[config.mk]
export PLATFORM = sky130hd
export DESIGN_NAME = alu_bist
export DESIGN_NICKNAME = d
export VERILOG_FILES = /design/src/rtl/alu_bist.sv
export SDC_FILE = /design/constraint.sdc
export NUM_CORES = 1
export LEC_CHECK = 0
export BUFFER_PORTS_ARGS = -buffer_cell sky130_fd_sc_hd__buf_2
export CAP_MARGIN = 15
export CORE_MARGIN = 5
export CORE_UTILIZATION = 35
export DETAILED_ROUTE_END_ITERATION = 10
export GPL_TIMING_DRIVEN = 0
export SLEW_MARGIN = 20
export SYNTH_ARGS = -nofsm -noshare
export SYNTH_HDL_FRONTEND = slang
export SYNTH_SLANG_ARGS = --single-unit
export TNS_END_PERCENT = 100
[constraint.sdc]
create_clock -name i_clk -period 12.05 [get_ports i_clk]
set_input_delay 3.615 -clock i_clk [delete_from_list [all_inputs] [get_ports i_clk]]
set_output_delay 3.615 -clock i_clk [all_outputs]
set_load 0.005 [all_outputs]
[src/rtl/alu_bist.sv]
// alu_bist: LFSR-driven self-test sequencer for the datapath ALU.
// Define ALU_BIST_MISR_EN to build the MISR result signature.
module alu_bist #(
    parameter int unsigned VECTORS_PER_OP = 32,
    parameter logic [31:0] LFSR_SEED      = 32'hACE1_2468,
    parameter logic [31:0] OPERAND_MASK   = 32'hFFFF_FFFF
) (
    input  logic        i_clk,
    input  logic        i_rst_n,
    input  logic        i_start,
    output logic        o_busy,
    output logic        o_done,
    output logic        o_pass,
    output logic [31:0] o_alu_op1,
    output logic [31:0] o_alu_op2,
    output logic [3:0]  o_alu_control,
    input  logic [31:0] i_alu_result,
    input  logic        i_alu_zf,
    output logic [3:0]  o_fail_op,
    output logic [7:0]  o_fail_idx,
    output logic [32:0] o_fail_expected,
    output logic [32:0] o_fail_actual,
    output logic [31:0] o_signature
);

    localparam logic [3:0] ALU_AND  = 4'b0000;
    localparam logic [3:0] ALU_OR   = 4'b0001;
    localparam logic [3:0] ALU_ADD  = 4'b0010;
    localparam logic [3:0] ALU_SUB  = 4'b0110;
    localparam logic [3:0] ALU_SOLT = 4'b0111;
    localparam logic [3:0] ALU_NOR  = 4'b1100;

    localparam logic [31:0] SEED     = (LFSR_SEED == 32'h0) ? 32'h1 : LFSR_SEED;
    localparam logic [7:0]  LAST_IDX = 8'(VECTORS_PER_OP - 1);

    typedef enum logic [1:0] {IDLE, DRIVE, CHECK, DONE} state_t;

    state_t      state;
    state_t      state_nx;
    logic [31:0] lfsr;
    logic [2:0]  op_sel;
    logic [2:0]  op_nx;
    logic [7:0]  idx;
    logic [7:0]  idx_nx;
    logic        wrap;
    logic        last_vec;
    logic        start_ok;
    logic [31:0] exp_res;
    logic [32:0] expected;
    logic [32:0] actual;
    logic        mismatch;

    function automatic logic [31:0] step(input logic [31:0] s);
        step = {1'b0, s[31:1]} ^ (s[0] ? 32'h8020_0003 : 32'h0);
    endfunction

    function automatic logic [3:0] op_code(input logic [2:0] k);
        case (k)
            3'd0:    op_code = ALU_AND;
            3'd1:    op_code = ALU_OR;
            3'd2:    op_code = ALU_ADD;
            3'd3:    op_code = ALU_SUB;
            3'd4:    op_code = ALU_SOLT;
            default: op_code = ALU_NOR;
        endcase
    endfunction

    assign start_ok = i_start && (state == IDLE || state == DONE);
    assign wrap     = (idx == LAST_IDX);
    assign idx_nx   = wrap ? 8'd0 : idx + 8'd1;
    assign op_nx    = wrap ? op_sel + 3'd1 : op_sel;
    assign last_vec = wrap && (op_sel == 3'd5);
    assign o_busy   = (state == DRIVE) || (state == CHECK);
    assign o_done   = (state == DONE);

    // State register
    always_ff @(posedge i_clk or negedge i_rst_n) begin
        if (!i_rst_n) state <= IDLE;
        else          state <= state_nx;
    end

    // Next state: one settle cycle, one compare cycle per vector
    always_comb begin
        state_nx = state;
        unique case (state)
            IDLE, DONE: if (i_start) state_nx = DRIVE;
            DRIVE:      state_nx = CHECK;
            CHECK:      state_nx = last_vec ? DONE : DRIVE;
            default:    state_nx = IDLE;
        endcase
    end

    // Vector generation: LFSR pair per vector, op/index sweep, drive registers
    always_ff @(posedge i_clk or negedge i_rst_n) begin
        if (!i_rst_n) begin
            lfsr          <= 32'h0;
            op_sel        <= 3'd0;
            idx           <= 8'd0;
            o_alu_op1     <= 32'h0;
            o_alu_op2     <= 32'h0;
            o_alu_control <= 4'h0;
        end else if (start_ok) begin
            lfsr          <= step(step(SEED));
            op_sel        <= 3'd0;
            idx           <= 8'd0;
            o_alu_op1     <= SEED & OPERAND_MASK;
            o_alu_op2     <= step(SEED) & OPERAND_MASK;
            o_alu_control <= ALU_AND;
        end else if (state == CHECK && !last_vec) begin
            lfsr          <= step(step(lfsr));
            op_sel        <= op_nx;
            idx           <= idx_nx;
            o_alu_op1     <= lfsr & OPERAND_MASK;
            o_alu_op2     <= step(lfsr) & OPERAND_MASK;
            o_alu_control <= op_code(op_nx);
        end
    end

    // Golden ALU model on the currently driven vector
    always_comb begin
        exp_res = 32'h0;
        case (o_alu_control)
            ALU_AND:  exp_res = o_alu_op1 & o_alu_op2;
            ALU_OR:   exp_res = o_alu_op1 | o_alu_op2;
            ALU_ADD:  exp_res = o_alu_op1 + o_alu_op2;
            ALU_SUB:  exp_res = o_alu_op1 - o_alu_op2;
            ALU_SOLT: exp_res = {31'h0, $signed(o_alu_op1) < $signed(o_alu_op2)};
            ALU_NOR:  exp_res = ~(o_alu_op1 | o_alu_op2);
            default:  exp_res = 32'h0;
        endcase
    end

    assign expected = {exp_res == 32'h0, exp_res};
    assign actual   = {i_alu_zf, i_alu_result};
    assign mismatch = (expected != actual);

    // Pass flag and first-failure capture; o_pass doubles as "no fail yet"
    always_ff @(posedge i_clk or negedge i_rst_n) begin
        if (!i_rst_n) begin
            o_pass          <= 1'b0;
            o_fail_op       <= 4'h0;
            o_fail_idx      <= 8'h0;
            o_fail_expected <= 33'h0;
            o_fail_actual   <= 33'h0;
        end else if (start_ok) begin
            o_pass          <= 1'b1;
            o_fail_op       <= 4'h0;
            o_fail_idx      <= 8'h0;
            o_fail_expected <= 33'h0;
            o_fail_actual   <= 33'h0;
        end else if (state == CHECK && mismatch && o_pass) begin
            o_pass          <= 1'b0;
            o_fail_op       <= o_alu_control;
            o_fail_idx      <= idx;
            o_fail_expected <= expected;
            o_fail_actual   <= actual;
        end
    end

`ifdef ALU_BIST_MISR_EN
    logic [31:0] misr;

    // MISR folds every sampled result into the signature
    always_ff @(posedge i_clk or negedge i_rst_n) begin
        if (!i_rst_n)
            misr <= 32'h0;
        else if (start_ok)
            misr <= 32'h0;
        else if (state == CHECK)
            misr <= step(misr) ^ i_alu_result ^ {31'h0, i_alu_zf};
    end

    assign o_signature = misr;
`else
    assign o_signature = 32'h0;
`endif

endmodule

## Word level (Yosys, flattened, before mapping)

Cells that the tools add are included.

- Register bits after elaboration: 192
- Output and inout bits: 181
- Logic and storage cells: 84

- Add/sub/neg operators: 4
- Order comparisons: 1
- Eq/ne operators: 16
- Multiplexer cells: 31
- Bitwise gates (word level): 5
- Reduce and logical (&&, ||, !) cells: 15

Operators by type and width:

| operator | number |
|---|---|
| $mux W32 | 8 |
| $pmux W32 S6 | 1 |
| $mux W33 | 4 |
| $xor A31 B32 Y32 | 2 |
| $mux W8 | 5 |
| $ne A33 B33 Y1 | 1 |
| $add A32 B32 Y32 | 1 |
| $and A32 B32 Y32 | 1 |
| $logic_not A32 Y1 | 1 |
| $lt A32 B32 Y1 | 1 |
| $not A32 Y32 | 1 |
| $or A32 B32 Y32 | 1 |
| $sub A32 B32 Y32 | 1 |
| $pmux W4 S5 | 1 |
| $mux W4 | 4 |
| $mux W3 | 3 |
| $add A8 B1 Y8 const B | 1 |
| $eq A4 B3 Y1 const B | 2 |
| $eq A8 B5 Y1 const B | 1 |
| $eq A3 B2 Y1 const B | 2 |
| $eq A3 B3 Y1 const B | 2 |
| $pmux W2 S3 | 1 |
| $logic_and A1 B1 Y1 | 5 |
| $eq A2 B2 Y1 const B | 2 |
| 16 further kinds | 20 |

## Longest topological paths before layout

Gate-level depths: netlist of the first run.

- Word-level depth: 9
- Gate-level depth with buffers: 19
- Depth with buffers taken out: 17

## Worst setup path after synthesis of the first run

No wires, ideal clock.

- Path type: input-to-reg
- From: in i_alu_result[4]
- To: reg o_fail_expected[0]
- Setup time: 0.120 ns
- Arrival: 6.047 ns
- Data required time: 11.930 ns
- Slack: 5.883 ns
- Stages: 10
- Path buffers: 1
- Cells stage by stage: xor2_1 -> a2111oi_0 -> nor4b_1 -> nand4_1 -> nor4_1 -> nand4_1 -> o41ai_4 -> nand2_8 -> buf_12 -> o211a_1

- Cells in the longest elaborated chain, start to end: 4

Ends and longest elaborated chain:

| what | line | text |
|---|---|---|
| start, declared | 17 | `input logic [31:0] i_alu_result,` |
| $ne A33 B33 Y1 | 135 | `assign mismatch = (expected != actual);` |
| $logic_and A1 B1 Y1 (2 in a row) | 151 | `end else if (state == CHECK && mismatch && o_pass) begin` |
| $reduce_bool A2 Y1 (no source line) | -- |  |
| end signal, assigned | 155 | `o_fail_expected <= expected;` |
| end, declared | 21 | `output logic [32:0] o_fail_expected,` |

Every way passes these cells.
A chain may end at the register's enable or synchronous reset.

## Final worst setup path of the first run

- From: in i_alu_result[4]
- To: reg o_fail_expected[2]

Same word-level chain as after synthesis.

==> results of run 1 <==
## final timing paths
check                                     end  depth (start not counted)
max in group asynchronous        o_alu_op1[7]                          2
max                        o_fail_expected[2]                         11
min                                  lfsr[21]                          2
min in group asynchronous   o_fail_actual[21]                          1
min reg2reg                          lfsr[21]                          2
max reg2reg                     o_fail_idx[3]                         18
## sequential cells by signal (all words and copies together), names as in the netlist
signal	flops
idx	8
lfsr	3
o_pass	1
o_alu_op1	31
o_fail_expected	33
o_alu_control	4
o_fail_op	4
state	2
o_fail_actual	33
op_sel	3
o_fail_idx	8
o_alu_op2	4
## routing by layer
layer  GRT usage (%)  vias to the layer above  routed length [um]  share of wire (%)
li1                -                     6433                   -                  -
met1            33.7                     6772               23200                 44
met2            38.4                      661               24000                 45
met3            3.42                      105                3730                7.0
met4            9.65                        0                2300                4.3
met5               0                        -                   0                  0
## logic make-up after synthesis
kind of cell    count (synthesis)  synth area share [%]
fa+ha+maj                     109                  10.2
simple gates                  550                  19.2
xor+xnor                       58                  3.76
other cells                     1                0.0278
mux                            66                  4.97
flops                         134                  24.8
compound gates                484                  25.1
buf+inv                       274                  11.9
## layout by cell type (no fill, tap or decap), types with 22 or more instances in the layout
cell	netlist	final
nand2_1	260	260
buf_2	18	202
dfrtp_1	134	134
a21oi_1	131	131
ha_1	107	107
buf_4	94	94
nor2_1	92	92
inv_1	72	72
clkbuf_1	65	65
mux2i_1	61	61
o211ai_1	55	55
o21ai_0	55	55
nand3_1	46	46
xnor2_1	38	38
conb_1	1	32
a22oi_1	28	28
nor4_1	26	25
o31ai_1	23	23
nand4_1	22	22
## critical path, delay by kind of cell
kind	cells	cell delay (ns)
and+or+nand+nor	5	1.59
xor gates and xnor gates	1	0.15
buffers and inverters	2	0.34
AOI/OAI and AO/OA	3	1.36
## power by group
part | internal (mW) | switching (mW)
clock | 0.368 | 0.207
combinational | 1.10 | 1.90
sequential | 0.596 | 0.175
## final cells by class
type	count	area, um^2
fillers	4001	22500
clock buffers	21	480
repair buffers	186	963
multi-input cells	1299	8680
inverters	74	278
well taps	518	648
plain buffers	200	1330
clock inverters	11	170
flip-flops and latches	134	3350
==> flow_summary.ini, run 1 <==
[clocking]
path_clk_slew_ns = 0.06
cts_resized = 0
clk-insertion-delay-late_ns = 0.45
tritoncts = yes
cts_made_buffers = 17
cts-hold-fix-buffers = 0
cts_buffer_depth = 2
cts_num_sinks = 134
postCtsSetupRepairBufs = 0
h-tree-depth = 4
cts_root_buf = clkbuf_16

[power]
vdd_drop_max_mv = 0.136
p_total_mw = 4.35
power_density_nw_per_um2 = 274
power.leakage_nw = 7.29

[timing]
setup_viol = 0
finalCritPeriodShare_pct = 56.0
min_period_ns = 6.75
worstMarginPinSlew_ns = 1.14
fin_tns_setup_ns = 0
hold_ws_ns = 0.518
grt_setup_unrepaired = false
drv_slew = 0
slew_headroom_pct = 23.4
finClkSkew_ns = 0.0126
fmax_mhz = 148
hold_violations = 0
worst_slack_ns = 5.30

[setup_path]
crit_path_frequent_cell = nand4_1
crit_arrival_ns = 7.08
endpoint_kind = register
crit_path_start = i_alu_result[4]
cp.required_ns = 12.38
worstPathCellList = buf_2 > xor2_1 > a2111oi_0 > nor4b_1 > nand4_1 > nor4_1 > nand4_1 > o41ai_4 > nand2_8 > buf_12 > o211a_1
path_class = input pin to register
rr_startpoint = o_alu_op1[0]
cp-start-kind = input pin
ff2ff_setup_slack_ns = 5.81
cp_slowest_stage_delay_ns = 0.80
cp_max_fo = 10
slowest_stage = o41ai_4

[routing]
drc = 0
ant_nets = 0
via_per_inst = 5.72
drt_iter0_markers = 1360
first_pass_iters = 6
avgRoutedWirePerCell_um = 21.8
vias = 13971
drt-total-wl_um = 53200

[layout]
drive_gt1_share_pct = 20.7
diodes = 0
area_delta_synth_final_pct = 17.8
fin_cells = 2443
nets = 2057
post-route-util_pct = 41.4
finish.instance_area_um2 = 15900

[floorplan]
die_x_um = 206
num_io_pins = 217
core_um2 = 38400
start_util_pct = 35.2
die_h_um = 206
core.rowCount = 72
dieArea_um2 = 42600

[placement]
dpl.cell_count = 2411
placed_area_um2 = 15200
dpl.hpwl_um = 42500
pre_cts_slack_ns = 4.92
place_congestion = 0.990
port_buffers = 184

[synthesis]
ys_ff_latch = 134
synth_top_cell_area_share_pct = 24.8
ys_seq_area_share_pct = 24.8
synth.top_cells.by_count = nand2_1 (260), dfrtp_1 (134), a21oi_1 (131)
yosys_warnings = 0
syn_inst = 1676
synth_area_leaders = dfrtp_1 (25%), ha_1 (9.9%), nand2_1 (7.2%)
ys.flop_type = dfrtp_1
async_flop_share_pct = 100
synth-edff-count = 0
avgSynthCellArea_um2 = 8.05
synth_cell_types = 104
synth.most_common_cell = nand2_1
syn-cell-area_um2 = 13500
yosys.area.top_type = dfrtp_1

[grt]
grt_pass1_wl_um = 79600
grt.total_usage_pct = 24.4
grt_max_degree = 83
antenna_found_initial = 0
grt_overflow = 0
grt_pass1_vias = 13125

[hold_path]
min-delay-start = lfsr[21]
hold_path.class = register to register

[run_status]
status = completed

[job]
cap_viol_max_count = 0
Note: power is estimated with default switching activity, not from simulation.
==> run 2, diff against run 1 <==
- ABC_AREA: default -> 1
- clock period: 12.05 -> 6.6 ns (I/O delays scaled with it)
==> run 2 against run 1 <==
Setup slack lost 3.3 ns. Via count grew 7.1%. Register-to-register slack lost 3.8 ns. Clock skew grew 0.0064 ns. Sequential power grew 56%. Highest routed layer unchanged. Die area grew 0.61%.
==> flow_summary.ini, run 2 <==
[layout]
fin_cells = 2881
diodes = 0
top_regs = o_fail_actual (33), o_fail_expected (33), o_alu_op1 (31)
drive_gt1_share_pct = 17.8
nets = 2495
mostFrequentLayoutCell = nand2_1
area_delta_synth_final_pct = 16.9
mostFrequentLayoutCells = nand2_1 (594), inv_1 (293), nand3_1 (243)

[hold_path]
hold_depth = 2
min-delay-start = o_fail_actual[9]
hold_path.class = register to register
whs_endpoint = o_fail_actual[9]

[routing]
ant_nets = 0
avgRoutedWirePerCell_um = 20.6
top_layer = met4
wl_met2_um = 27100
drt_iter0_markers = 1372
drt-total-wl_um = 59400
via_per_inst = 5.19
first_pass_iters = 6
drc = 0
wl_met3_um = 3760
wl_met1_um = 27100
vias = 14959

[timing]
slew_headroom_pct = 31.8
hold_ws_ns = 0.498
setup_viol = 0
worst_slack_ns = 2.05
hold_violations = 0
grt_setup_unrepaired = false
fin_tns_setup_ns = 0
fmax_mhz = 220
worstMarginPinSlew_ns = 1.02
finalCritPeriodShare_pct = 69.0
drv_slew = 0
min_period_ns = 4.55
finClkSkew_ns = 0.0189

[synthesis]
avgSynthCellArea_um2 = 6.42
synth_cell_types = 46
synth_area_leaders = dfrtp_1 (25%), nand2_1 (16%), ha_1 (9.9%)
ys.flop_type = dfrtp_1
synth_top_cell_area_share_pct = 24.7
ys_seq_area_share_pct = 24.7
synth.top_cells.by_count = nand2_1 (594), inv_1 (293), nand3_1 (243)
yosys.area.top_type = dfrtp_1
async_flop_share_pct = 100
syn-cell-area_um2 = 13600
synth-edff-count = 0
yosys_warnings = 0
syn_inst = 2115
synth.most_common_cell = nand2_1
ys_ff_latch = 134

[job]
cap_viol_max_count = 0

[setup_path]
cp-start-kind = register
cp.required_ns = 6.98
endpoint_kind = register
cp_max_fo = 10
rr_worst_depth = 27
path_class = register to register
r2r_end = o_fail_actual[27]
crit_arrival_ns = 4.93
ff2ff_setup_slack_ns = 2.05
rr_startpoint = o_alu_op1[0]

[floorplan]
die_h_um = 207
num_io_pins = 217
dieArea_um2 = 42800
core_um2 = 38600
start_util_pct = 35.2
die_x_um = 207
core.rowCount = 72

[placement]
port_buffers = 184
dpl.hpwl_um = 49100
place_congestion = 1.01
dpl.cell_count = 2849
pre_cts_slack_ns = 2.05

[grt]
grt_pass1_wl_um = 88700
grt_pass1_vias = 14107
grt_overflow = 0
grt.total_usage_pct = 26.8
antenna_found_initial = 0
grt_max_degree = 81

[power]
vdd_drop_max_mv = 0.211
power.leakage_nw = 9.11
power_density_nw_per_um2 = 416

[clocking]
cts_num_sinks = 134
cts_made_buffers = 17
tritoncts = yes
postCtsSetupRepairBufs = 0
h-tree-depth = 4
cts_root_buf = clkbuf_16
clk-insertion-delay-late_ns = 0.45
cts_buffer_depth = 2
path_clk_slew_ns = 0.06
cts_resized = 0
cts-hold-fix-buffers = 0

[run_status]
status = completed
-- run 2: cell types whose count changed after synthesis, sizes merged, moves of 31 or more --
cell and delta:
o211ai -56, xnor2 -31, nand3 +211, mux2i -61, inv +239, nand4 +92, a21oi -79, clkbuf -40
nor2 +97, nand2 +338
-- run 2: worst max-delay path by stage --
stage	slack (ns)	start	to
2_1_floorplan	3.28	i_alu_result[1]	o_fail_actual[26]
3_3_place_gp	1.49	i_rst_n	o_alu_op1[4]
3_5_place_dp	2.05	i_start	o_alu_op1[19]
4_1_cts	2.13	o_alu_op1[0]	o_fail_actual[27]
5_1_grt	1.79	o_alu_op1[4]	o_fail_actual[20]
6_report	2.05	o_alu_op1[0]	o_fail_actual[27]
-- run 2: routing by layer --
layer / track usage [%] / up-vias
met5: 0 / -
met2: 43.4 / 540
met1: 38.0 / 7169
li1: - / 7194
met4: 6.75 / 0
met3: 3.40 / 56
-- run 2: worst max-delay path, stage by stage (launching register included) --
cell and delay, ns:
dfrtp_1 0.48, inv_1 0.22, ha_1 0.18, inv_1 0.08
fa_1 0.41, nand2_1 0.11, nand2_1 0.10, nand3_1 0.08
nand2_1 0.19, nand2_1 0.14, nand2_1 0.18, nand2_1 0.15
nand3_1 0.07, nand3_1 0.10, nand3_1 0.27, nand2_1 0.16
nand2_1 0.06, nor2_1 0.26, nand2_1 0.09, nor2_1 0.15
nand3_1 0.10, nor2_2 0.14, nand2_4 0.12, nand2_4 0.13
buf_6 0.16, buf_6 0.18, nand3_2 0.07, nand2_1 0.08
-- run 2: area by class of cell --
type | instances | area [um^2]
repair buffers | 185 | 958
well taps | 518 | 648
flip-flops and latches | 134 | 3350
fillers | 4236 | 22700
plain buffers | 177 | 1130
multi-input cells | 1516 | 8020
inverters | 319 | 1200
clock buffers | 18 | 439
clock inverters | 14 | 138
-- run 2: cell families (layout without fill, tap and decap cells) --
group / Yosys count / after routing / share of synthesized area, %
AND/OR/NAND/NOR: 1187 / 1187 / 38.7
flip-flops: 134 / 134 / 24.7
AO/OA/AOI/OAI: 172 / 172 / 8.32
other: 1 / 32 / 0.0276
adder cells (fa/ha/maj): 109 / 109 / 10.2
buffers and inverters: 496 / 713 / 17.1
XOR/XNOR: 16 / 16 / 1.03
-- run 2: report_power, final --
part           switching, mW  internal, mW
Combinational           3.05          1.36
Clock                  0.454         0.540
Sequential             0.212         0.993
-- run 2: stage by stage --
stage                     total power [mW]  util (%)  cell area, um^2
after CTS                             6.55      41.2            15900
final                                 6.61      41.2            15900
after global placement                5.50      39.6            15300
after floorplan                       4.02         -            13700
after detailed placement              5.54      39.7            15300
after global routing                  7.14      41.2            15900
==> run 3, diff against run 2 <==
- clock period: 6.6 -> 4.1 ns (I/O delays scaled with it)
==> run 3 against run 2 <==
Wire length increased by 0.60%. Flip-flop and latch count unchanged. First-iteration DRC count shrank 12%. Critical path depth decreased by 2. Maximum frequency increased by 17%. Count of clock-buffer cells in the layout stayed put. Largest cell class unchanged.
==> flow_summary.ini, run 3 (same netlist as run 2, synthesis figures left out) <==
[run_status]
status = completed

[power]
sw_frac_of_total_pct = 55.8
p_int_mw = 4.93
vdd_drop_max_mv = 0.355
power_density_nw_per_um2 = 674
p_sw_mw = 6.23
p_seq_share_pct = 17.2
power.leakage_nw = 9.30
clkPwrFrac_pct = 14.4
combPwrFrac_pct = 68.4

[timing]
finClkSkew_ns = 0.0165
min_period_ns = 3.91
drv_slew = 0
finalCritPeriodShare_pct = 95.3
slew_headroom_pct = 29.4
fmax_mhz = 256
worstMarginPinSlew_ns = 1.06
hold_violations = 0
setup_viol = 0

[layout]
post-route-util_pct = 43.0
nets = 2518
drive_gt1_share_pct = 24.6
mostFrequentLayoutCell = nand2_1
diodes = 0
fin_cells = 2904
area_delta_synth_final_pct = 21.9
top_regs = o_fail_actual (33), o_fail_expected (33), o_alu_op1 (31)
fillers = 4179
mostFrequentLayoutCells = nand2_1 (576), inv_1 (277), nand3_1 (220)

[placement]
place_congestion = 1.01
dpl.hpwl_um = 49100
dpl.cell_count = 2849
port_buffers = 184

[clocking]
cts_root_buf = clkbuf_16
path_clk_slew_ns = 0.08
cts_buffer_depth = 2
clk-insertion-delay-late_ns = 0.45
tritoncts = yes
cts_num_sinks = 134
h-tree-depth = 4
cts_made_buffers = 17

[grt]
grt_overflow = 0
grt_pass1_wl_um = 88900
grt_pass1_vias = 14142
grt.total_usage_pct = 26.8
antenna_found_initial = 0
grt_max_degree = 81

[routing]
first_pass_iters = 6
drt-total-wl_um = 59700
drt_iter0_markers = 1214
ant_nets = 0
avgRoutedWirePerCell_um = 20.6
vias = 15080
drc = 0
via_per_inst = 5.19

[setup_path]
cp-start-kind = register
ff2ff_setup_slack_ns = 0.19
crit_arrival_ns = 4.29
cp.required_ns = 4.48
path_class = register to register
endpoint_kind = register
cp_max_fo = 10

[job]
cap_viol_max_count = 0

[floorplan]
core_um2 = 38600
dieArea_um2 = 42800
start_util_pct = 35.2
num_io_pins = 217
core.rowCount = 72
die_x_um = 207
die_h_um = 207

[hold_path]
hold_path.class = register to register
run 3: cell count changes in the layout (fill, tap and decap cells not counted), moves of 12 or more:
cell	previous run	this run
dfrtp_1	134	107
nor2_1	180	145
nand2_1	594	576
inv_1	293	277
nand3_1	243	220
nand2_2	3	20
dfrtp_2	0	27
nor2_2	9	37
nand3_2	14	34
inv_2	19	33
buf_4	99	122
a21oi_1	52	40
run 3: worst max-delay path, cell delays in order, from the launching register on:
cell and delay (ns):
dfrtp_2 0.47, inv_1 0.18, ha_1 0.25, buf_2 0.19, nor2_2 0.20, and2_1 0.21
nand2_1 0.17, nor3_2 0.17, nand2_2 0.11, nand2_1 0.08, nand2_1 0.05, nand2_2 0.11
nand2_1 0.09, nand2_2 0.16, nand2_1 0.07, nand2_1 0.10, nand2_1 0.07, nor2_2 0.17
nand3_1 0.10, nor2_2 0.14, nand2_4 0.14, nand2_8 0.12, buf_6 0.15, buf_8 0.16
nand3_2 0.07, nand2_1 0.08
run 3: repair_timing:
item                                    4_1_cts  5_1_grt
resized for setup                            39      136
buffers inserted                              1       23
endpoints found under the setup margin       79       79
pin swaps                                     0        5
hold buffers                                  0        0
run 3: metrics by stage:
| stage | TNS [ns] | worst slack [ns] | hold WS [ns] | cell area, um^2 | total power [mW] |
|---|---|---|---|---|---|
| 2_1_floorplan | 0 | 1.04 | 0.487 | 13700 | 6.47 |
| 3_3_place_gp | -51.19 | -0.285 | 0.479 | 15300 | 8.85 |
| 3_5_place_dp | -21.06 | -0.340 | 0.485 | 15300 | 8.91 |
| 4_1_cts | 0 | 0.0111 | 0.500 | 16000 | 10.6 |
| 5_1_grt | -0.197 | -0.0284 | 0.513 | 16600 | 12.0 |
| 6_report | 0 | 0.193 | 0.497 | 16600 | 11.2 |
run 3: area by class of cell:
class / count / area (um^2) / share of cell area [%]
clock buffers: 18 / 439 / 2.65
flip-flops and latches: 134 / 3390 / 20.4
inverters: 319 / 1210 / 7.28
clock inverters: 14 / 138 / 0.831
plain buffers: 176 / 1160 / 6.99
multi-input cells: 1516 / 8450 / 51.0
repair buffers: 209 / 1140 / 6.87
well taps: 518 / 648 / 3.91
run 3: final timing paths:
| kind | from | to | cells past startpoint |
|---|---|---|---|
| max | o_alu_op1[19] | o_fail_actual[27] | 25 |
| min | o_fail_expected[31] | o_fail_expected[31] | 2 |
| max reg2reg | o_alu_op1[19] | o_fail_actual[27] | 25 |
| min reg2reg | o_fail_expected[31] | o_fail_expected[31] | 2 |
| max in group asynchronous | i_rst_n | o_alu_op1[0] | 2 |
| min in group asynchronous | i_rst_n | o_fail_actual[17] | 1 |
run 3: routing by layer:
| layer | share of wire [%] | up-vias | GRT usage (%) |
|---|---|---|---|
| li1 | - | 7246 | - |
| met5 | 0 | - | 0 |
| met2 | 46 | 515 | 43.6 |
| met1 | 46 | 7258 | 38.0 |
| met3 | 5.6 | 61 | 3.54 |
| met4 | 2.4 | 0 | 6.54 |
run 3: power by group through the flow:
stage	clock network (mW)	logic (mW)	registers, mW
floorplan	0	4.59	1.88
global placement	0	6.90	1.95
detailed placement	0	6.94	1.97
CTS	1.62	7.06	1.94
global route	1.68	8.39	1.96
finish	1.60	7.64	1.92
